===== src/rtl/bus_transfer_controller_if.sv =====
// bus_transfer_controller_if: request/strobe bundle between control unit, sequencer and register bank.
interface bus_transfer_controller_if #(
   parameter int NUM_REGS  = 8,
   parameter int SEL_WIDTH = 3
) ();
   logic                 req;
   logic [SEL_WIDTH-1:0] src;
   logic [SEL_WIDTH-1:0] dst;
   logic                 busy;
   logic                 done;
   logic                 error;
   logic [NUM_REGS-1:0]  enable;
   logic [NUM_REGS-1:0]  latch;
   logic [15:0]          xfer_count;
   modport master (output req, src, dst, input busy, done, error, enable, latch, xfer_count);
   modport slave  (input req, src, dst, output busy, done, error, enable, latch, xfer_count);
endinterface


===== src/rtl/bus_transfer_controller.sv =====
// bus_transfer_controller: break-before-make drive/capture strobe sequencer for a shared register bus.
module bus_transfer_controller #(
   parameter int NUM_REGS  = 8,
   parameter int SEL_WIDTH = 3
) (
   input logic clk,
   input logic reset,
   bus_transfer_controller_if.slave bus
);
   typedef enum logic [1:0] {IDLE, DRIVE, CAPTURE, DONE} state_t;
   state_t state;
   logic [SEL_WIDTH-1:0] dst_q;
   logic valid;
   function automatic logic [NUM_REGS-1:0] onehot(input logic [SEL_WIDTH-1:0] i);
      return NUM_REGS'(1) << i;
   endfunction
   // indices are widened so NUM_REGS == 2**SEL_WIDTH still compares correctly
   assign valid = bus.src != bus.dst && 32'(bus.src) < NUM_REGS && 32'(bus.dst) < NUM_REGS;
   always_ff @(posedge clk) begin
      if (reset) begin
         state          <= IDLE;
         dst_q          <= '0;
         bus.busy       <= 1'b0;
         bus.done       <= 1'b0;
         bus.error      <= 1'b0;
         bus.enable     <= '0;
         bus.latch      <= '0;
         bus.xfer_count <= '0;
      end else begin
         bus.done  <= 1'b0;
         bus.error <= 1'b0;
         case (state)
            IDLE: begin
               bus.error <= bus.req && !valid;
               if (bus.req && valid) begin
                  state      <= DRIVE;
                  dst_q      <= bus.dst;
                  bus.busy   <= 1'b1;
                  bus.enable <= onehot(bus.src);
               end
            end
            DRIVE: begin
               state     <= CAPTURE;
               bus.latch <= onehot(dst_q);
            end
            CAPTURE: begin
               state          <= DONE;
               bus.enable     <= '0;
               bus.latch      <= '0;
               bus.done       <= 1'b1;
               bus.xfer_count <= bus.xfer_count + 16'd1;
            end
            DONE: begin
               state    <= IDLE;
               bus.busy <= 1'b0;
            end
         endcase
      end
   end
endmodule


===== src/flat_wrapper.sv =====
// flat-port wrapper written by rule: the top's interface ports become plain ports
module bus_transfer_controller_flat 
#(
   parameter int NUM_REGS  = 8,
   parameter int SEL_WIDTH = 3
)
  (clk, reset, bus_req, bus_src, bus_dst, bus_busy, bus_done, bus_error, bus_enable, bus_latch, bus_xfer_count);
  bus_transfer_controller_if #(.NUM_REGS(NUM_REGS), .SEL_WIDTH(SEL_WIDTH)) bus_i ();
  input logic clk;
  input logic reset;
  input wire logic [$bits(bus_i.req)-1:0] bus_req;
  input wire logic [$bits(bus_i.src)-1:0] bus_src;
  input wire logic [$bits(bus_i.dst)-1:0] bus_dst;
  output wire logic [$bits(bus_i.busy)-1:0] bus_busy;
  output wire logic [$bits(bus_i.done)-1:0] bus_done;
  output wire logic [$bits(bus_i.error)-1:0] bus_error;
  output wire logic [$bits(bus_i.enable)-1:0] bus_enable;
  output wire logic [$bits(bus_i.latch)-1:0] bus_latch;
  output wire logic [$bits(bus_i.xfer_count)-1:0] bus_xfer_count;
  assign bus_i.req = bus_req;
  assign bus_i.src = bus_src;
  assign bus_i.dst = bus_dst;
  assign bus_busy = bus_i.busy;
  assign bus_done = bus_i.done;
  assign bus_error = bus_i.error;
  assign bus_enable = bus_i.enable;
  assign bus_latch = bus_i.latch;
  assign bus_xfer_count = bus_i.xfer_count;
  bus_transfer_controller #(.NUM_REGS(NUM_REGS), .SEL_WIDTH(SEL_WIDTH)) u_core (.clk(clk), .reset(reset), .bus(bus_i));
endmodule

===== config.mk =====
export PLATFORM = sky130hd
export DESIGN_NAME = bus_transfer_controller_flat
export DESIGN_NICKNAME = d
export VERILOG_FILES = /design/src/rtl/bus_transfer_controller_if.sv /design/src/rtl/bus_transfer_controller.sv /design/src/flat_wrapper.sv
export SDC_FILE = /design/constraint.sdc
export NUM_CORES = 1
export LEC_CHECK = 0
export BUFFER_PORTS_ARGS = -buffer_cell sky130_fd_sc_hd__buf_2
export CAP_MARGIN = 20
export CORE_ASPECT_RATIO = 1.4
export CORE_MARGIN = 2
export CORE_UTILIZATION = 50
export DETAILED_ROUTE_END_ITERATION = 16
export PLACE_DENSITY = 0.73
export SLEW_MARGIN = 10
export SYNTH_ARGS = -nofsm -noshare
export SYNTH_HDL_FRONTEND = slang
export SYNTH_SLANG_ARGS = --single-unit

===== constraint.sdc =====
create_clock -name clk -period 2.8 [get_ports clk]
set_clock_uncertainty 0.1 [all_clocks]
set_input_delay 0.14 -clock clk [delete_from_list [all_inputs] [get_ports clk]]
set_output_delay 0.14 -clock clk [all_outputs]
set_load 0.03 [all_outputs]

* Word level (Yosys, flattened, before mapping)
Cells that the tools add are included.
Storage, ports and cells: logic and storage cells 36, latch bits 0, memory bits (read-only) 0, memories kept 0, memory bits (writable) 0, output and inout bits 35, flip-flop bits (word level) 40, input port bits 9
Cells by class: $lt $le $gt $ge 0, add/subtract/negate cells 1, mux-type cells 8, reductions and logical operators 11, multipliers 0, equal/unequal tests 5, bitwise operators 1, divide/modulo/power cells 0, shift operators 2
Operators by type and width (number):
- one-hot mux 8 bit (2 select lines) | 2
- adder 16 x 1 -> 16 bit, second input constant | 1
- << shifter 1 x 3 -> 8 bit, first input constant | 2
- 2-to-1 mux 8 bit | 1
- one-hot mux 2 bit (4 select lines) | 1
- AND reduction 2 bit | 3
- nonzero test 2 bit | 3
- equality test 2 bit, second input constant | 2
- != test 3 bit | 1
- equality test 2 x 1 -> 1 bit, second input constant | 1
- logical AND 1 bit | 2
- zero test 2 bit | 1
- 2-to-1 mux 1 bit | 2
- 2-to-1 mux 2 bit | 1
- != test 2 x 1 -> 1 bit, second input constant | 1
- one-hot mux 1 bit (2 select lines) | 1
- OR reduction 2 bit | 1
- zero test 1 bit | 1
- NOT 1 bit | 1

* Logic depth before layout (Yosys ltp)
word-level depth 4, depth in mapped cells 8, mapped depth without buffers 6

* Least setup slack after synthesis
OpenSTA, ideal clock, no wires.
path kind register to register, start register u_core.state[0], end register u_core.bus.xfer_count[15], required time 2.630 ns, library setup time 0.070 ns, clock period less this slack 1.821 ns, stages on the path, launching flop included 9, buffers on the path 2, slack 0.979 ns, arrival 1.650 ns, cells stage by stage dfxtp_1 inv_1 ha_1 buf_2 and4_1 clkbuf_1 nand3_1 or3_1 a21oi_1
Between the ends: longest elaborated chain between the ends 1
Ends and longest elaborated chain:
- start, declared | line bus_transfer_controller.sv:11 | state_t state;
- start signal, assigned | line bus_transfer_controller.sv:21 | state <= IDLE;
- start signal, assigned | line bus_transfer_controller.sv:36 | state <= DRIVE;
- start signal, assigned | line bus_transfer_controller.sv:43 | state <= CAPTURE;
- equality test 2 bit | line bus_transfer_controller.sv:32 | case (state)
- end signal, assigned | line bus_transfer_controller.sv:51 | bus.xfer_count <= bus.xfer_count + 16'd1;
- end, declared | line bus_transfer_controller_if.sv:16 | modport slave (input req, src, dst, output busy, done, error, enable, latch, xfer_count);
No other way between the ends. A chain may end at the register's enable or synchronous reset.

* Worst setup path after layout
start register u_core.state[0], end register u_core.bus.enable[7]
Between the ends: longest elaborated chain between the ends 3, elaborated cells between the ends (all ways) 6, those cells by class 2 x eq/ne; 1 x mux; 3 x reduce/logical
Ends and longest elaborated chain:
- zero test 2 bit / equality test 2 bit (equally long branches) | line bus_transfer_controller.sv:32
- != test 2 x 1 -> 1 bit (no line) / nonzero test 2 bit (equally long branches)
- AND reduction 2 bit (no line)
- end signal, assigned | line bus_transfer_controller.sv:39 | bus.enable <= onehot(bus.src);
- end, declared | line bus_transfer_controller_if.sv:16
Parallel ways exist; a longest one is shown, timed or not.

==> results.json <==
{
  "status": "finished, final reports clean",
  "max-cap-violations": 0,
  "placed_cell_area_sq_mm": 0.00197,
  "synth_edf_count": 0,
  "use_met3_pct": 4.27,
  "clock_path_buffers": 2,
  "rows": 25,
  "grt_pass1_vias": 1405,
  "antenna-diode-count": 0,
  "syn2layout_area_growth_pct": 19.8,
  "cts-root-buf": "clkbuf_8",
  "ios": 44,
  "grt_start_max_net_pins": 42,
  "synthCells": 195,
  "r2r_start": "u_core.state[0]",
  "drv_slew": 0,
  "netlist_top_cells_area": "dfxtp_1 46%, nor2_1 5.4%, a21oi_1 4.3%",
  "crit_path_start_kind": "flip-flop",
  "hp-class": "in -> reg",
  "maxSlewHeadroom_pct": 52.4,
  "post_cts_buffers": 0,
  "drive_gt1_share_pct": 22.3,
  "cts_hold_buf": 0,
  "grt_usage_pct": 20.6,
  "grt_pass1_wl_microns": 6070,
  "syn_nets": 209,
  "fillers": 314,
  "yosys.area.top_type": "dfxtp_1",
  "synth-seq-cells": 40,
  "hold_ws_ps": 18.2,
  "crit_start": "u_core.state[0]",
  "die_area_sq_mm": 0.00396,
  "dpl.hpwl_microns": 2560,
  "ys.flop_type": "dfxtp_1",
  "cp.arrival_ps": 2090,
  "cp-end-kind": "flip-flop",
  "multi_input_area_sq_um": 878,
  "path_class": "reg -> reg",
  "grt_use_met1_pct": 24.2,
  "vias_per_cell": 5.54,
  "fin_tns_setup_ps": 0,
  "peakVddDrop_mv": 0.692,
  "die_y_microns": 73.7,
  "clk_pin_slew_worst_paths_ps": 70,
  "globalplace.congestion": 0.739,
  "ys_warn_count": 0,
  "final_area_sq_mm": 0.00208,
  "yosysUniqueCellTypes": 37,
  "overflow": 0,
  "clkSinkCount": 40,
  "grt_antenna_before_repair": 0,
  "syn_area_sq_mm": 0.00173,
  "fin_nets": 251,
  "cts_htree_levels": 2,
  "grt-busiest-layer": "met2",
  "drt-pass1-iter-count": 4,
  "drc": 0,
  "rsz0062_at_grt": "false",
  "worstMarginPinSlew_ps": 714,
  "setup_viol_count_final": 0,
  "core-area_sq_mm": 0.00335,
  "synthArstFlopShare_pct": 0,
  "finalHoldViolCount": 0,
  "ys_seq_area_share_pct": 46.2,
  "fin_crit_ps": 1980,
  "cts_resized": 0,
  "cp_max_fo": 13,
  "antenna_left": 0,
  "hold_start": "bus_dst[1]",
  "seq_area_sq_um": 801,
  "clock_latency_ps": 290,
  "wl_per_cell_microns": 13.0,
  "crit_required_ps": 2910,
  "postSynthAreaPerCell_sq_um": 8.89,
  "via_count": 1541,
  "cts_buffers": 5,
  "leakage_nw": 0.886,
  "max_freq_ghz": 0.504,
  "drt_iter0_drc": 32,
  "fp.dieW_microns": 53.8,
  "place.port_buffers": 43,
  "period_share_pct": 70.8,
  "met2_usage_pct": 35.1,
  "initial_utilization_pct": 51.8,
  "synth_top_area_share_pct": 46.2,
  "cts_tree": "yes",
  "finalWirelength_microns": 3610,
  "power.density_mw_per_mm2": 776
}
==> state kept, by name (all words and copies together) (netlist names) <==
name,cells
u_core.bus.busy,1
u_core.bus.xfer_count,16
u_core.bus.enable,8
u_core.bus.done,1
u_core.bus.error,1
u_core.state,2
u_core.bus.latch,8
u_core.dst_q,3
==> Yosys cell counts, drive strengths merged (5+ instances only) <==
cell    count
nor2       25
nand2      13
xor2        6
a22oi       6
nand3      15
dfxtp      40
nor2b       6
ha          5
clkbuf      6
nand4b      6
a21oi      15
xnor2       8
==> power breakdown <==
part           leakage, nW  switching [W]  internal (W)
Sequential           0.324      0.0000422      0.000627
Clock               0.0552       0.000190      0.000264
Combinational        0.507       0.000323      0.000166
==> layout by cell type, fill, tap and decap left out, types with 2 or more instances in the layout <==
| cell | n |
|---|---|
| or4_1 | 2 |
| xor2_1 | 6 |
| inv_1 | 4 |
| nor3_1 | 4 |
| nand4b_1 | 6 |
| buf_2 | 43 |
| ha_1 | 5 |
| and4_1 | 2 |
| xnor2_1 | 8 |
| a32oi_1 | 2 |
| or3_1 | 2 |
| a41o_1 | 2 |
| nand4_1 | 4 |
| o21ai_0 | 2 |
| a21oi_1 | 15 |
| dfxtp_1 | 40 |
| nand3_1 | 15 |
| a22oi_1 | 6 |
| clkbuf_8 | 5 |
| nor2b_1 | 6 |
| nand2_1 | 13 |
| and3_1 | 4 |
| nor2_1 | 25 |
==> metal layers <==
| metal | up-vias | wire, microns | part of all wire, % |
|---|---|---|---|
| met2 | 34 | 1800 | 50 |
| met5 | - | 0 | 0 |
| li1 | 775 | - | - |
| met4 | 0 | 65 | 1.8 |
| met1 | 725 | 1600 | 44 |
| met3 | 7 | 155 | 4.3 |
==> critical path, cell delays in order (launching register included) <==
cell and delay [ps]:
dfxtp_1 320, inv_1 100, ha_1 220, nand2_1 110
a31o_1 340, or4_1 530, a21oi_1 170
==> through the flow <==
stage | power (W) | cells | util [%] | setup slack [ps]
after floorplan | 0.00106 | 195 | - | 979
after global placement | 0.00117 | 270 | 58.9 | 923
after detailed placement | 0.00117 | 270 | 58.9 | 890
after CTS | 0.00163 | 278 | 62.1 | 804
after global routing | 0.00172 | 278 | 62.1 | 650
final | 0.00161 | 278 | 62.1 | 816
==> worst paths after layout <==
kind / to / slack [ps] / cells past startpoint
max: u_core.bus.enable[7] / 820 / 6
min: u_core.dst_q[1] / 20 / 3
max reg2reg: u_core.bus.enable[7] / 820 / 6
min reg2reg: u_core.bus.enable[5] / 360 / 2
==> cell families (layout without fill, tap and decap cells) <==
group	Yosys count	count (layout)	synth area share (%)
multiplexers	1	1	0.577
flip-flops	40	40	46.2
AND/OR/NAND/NOR	86	86	25.5
XOR/XNOR	14	14	7.07
buffers and inverters	14	57	3.17
AO/OA/AOI/OAI	35	35	13.9
adder cells (fa/ha/maj)	5	5	3.61
==> final cells by class <==
cell class | instances | area share [%]
Clock buffer | 6 | 3.49
Clock inverter | 2 | 1.69
Inverter | 5 | 0.903
Multi-Input combinational cell | 141 | 42.3
Sequential cell | 40 | 38.5
Tap cell | 40 | 2.41
Timing Repair Buffer | 44 | 10.7
Power figures use the tool's default switching activity.
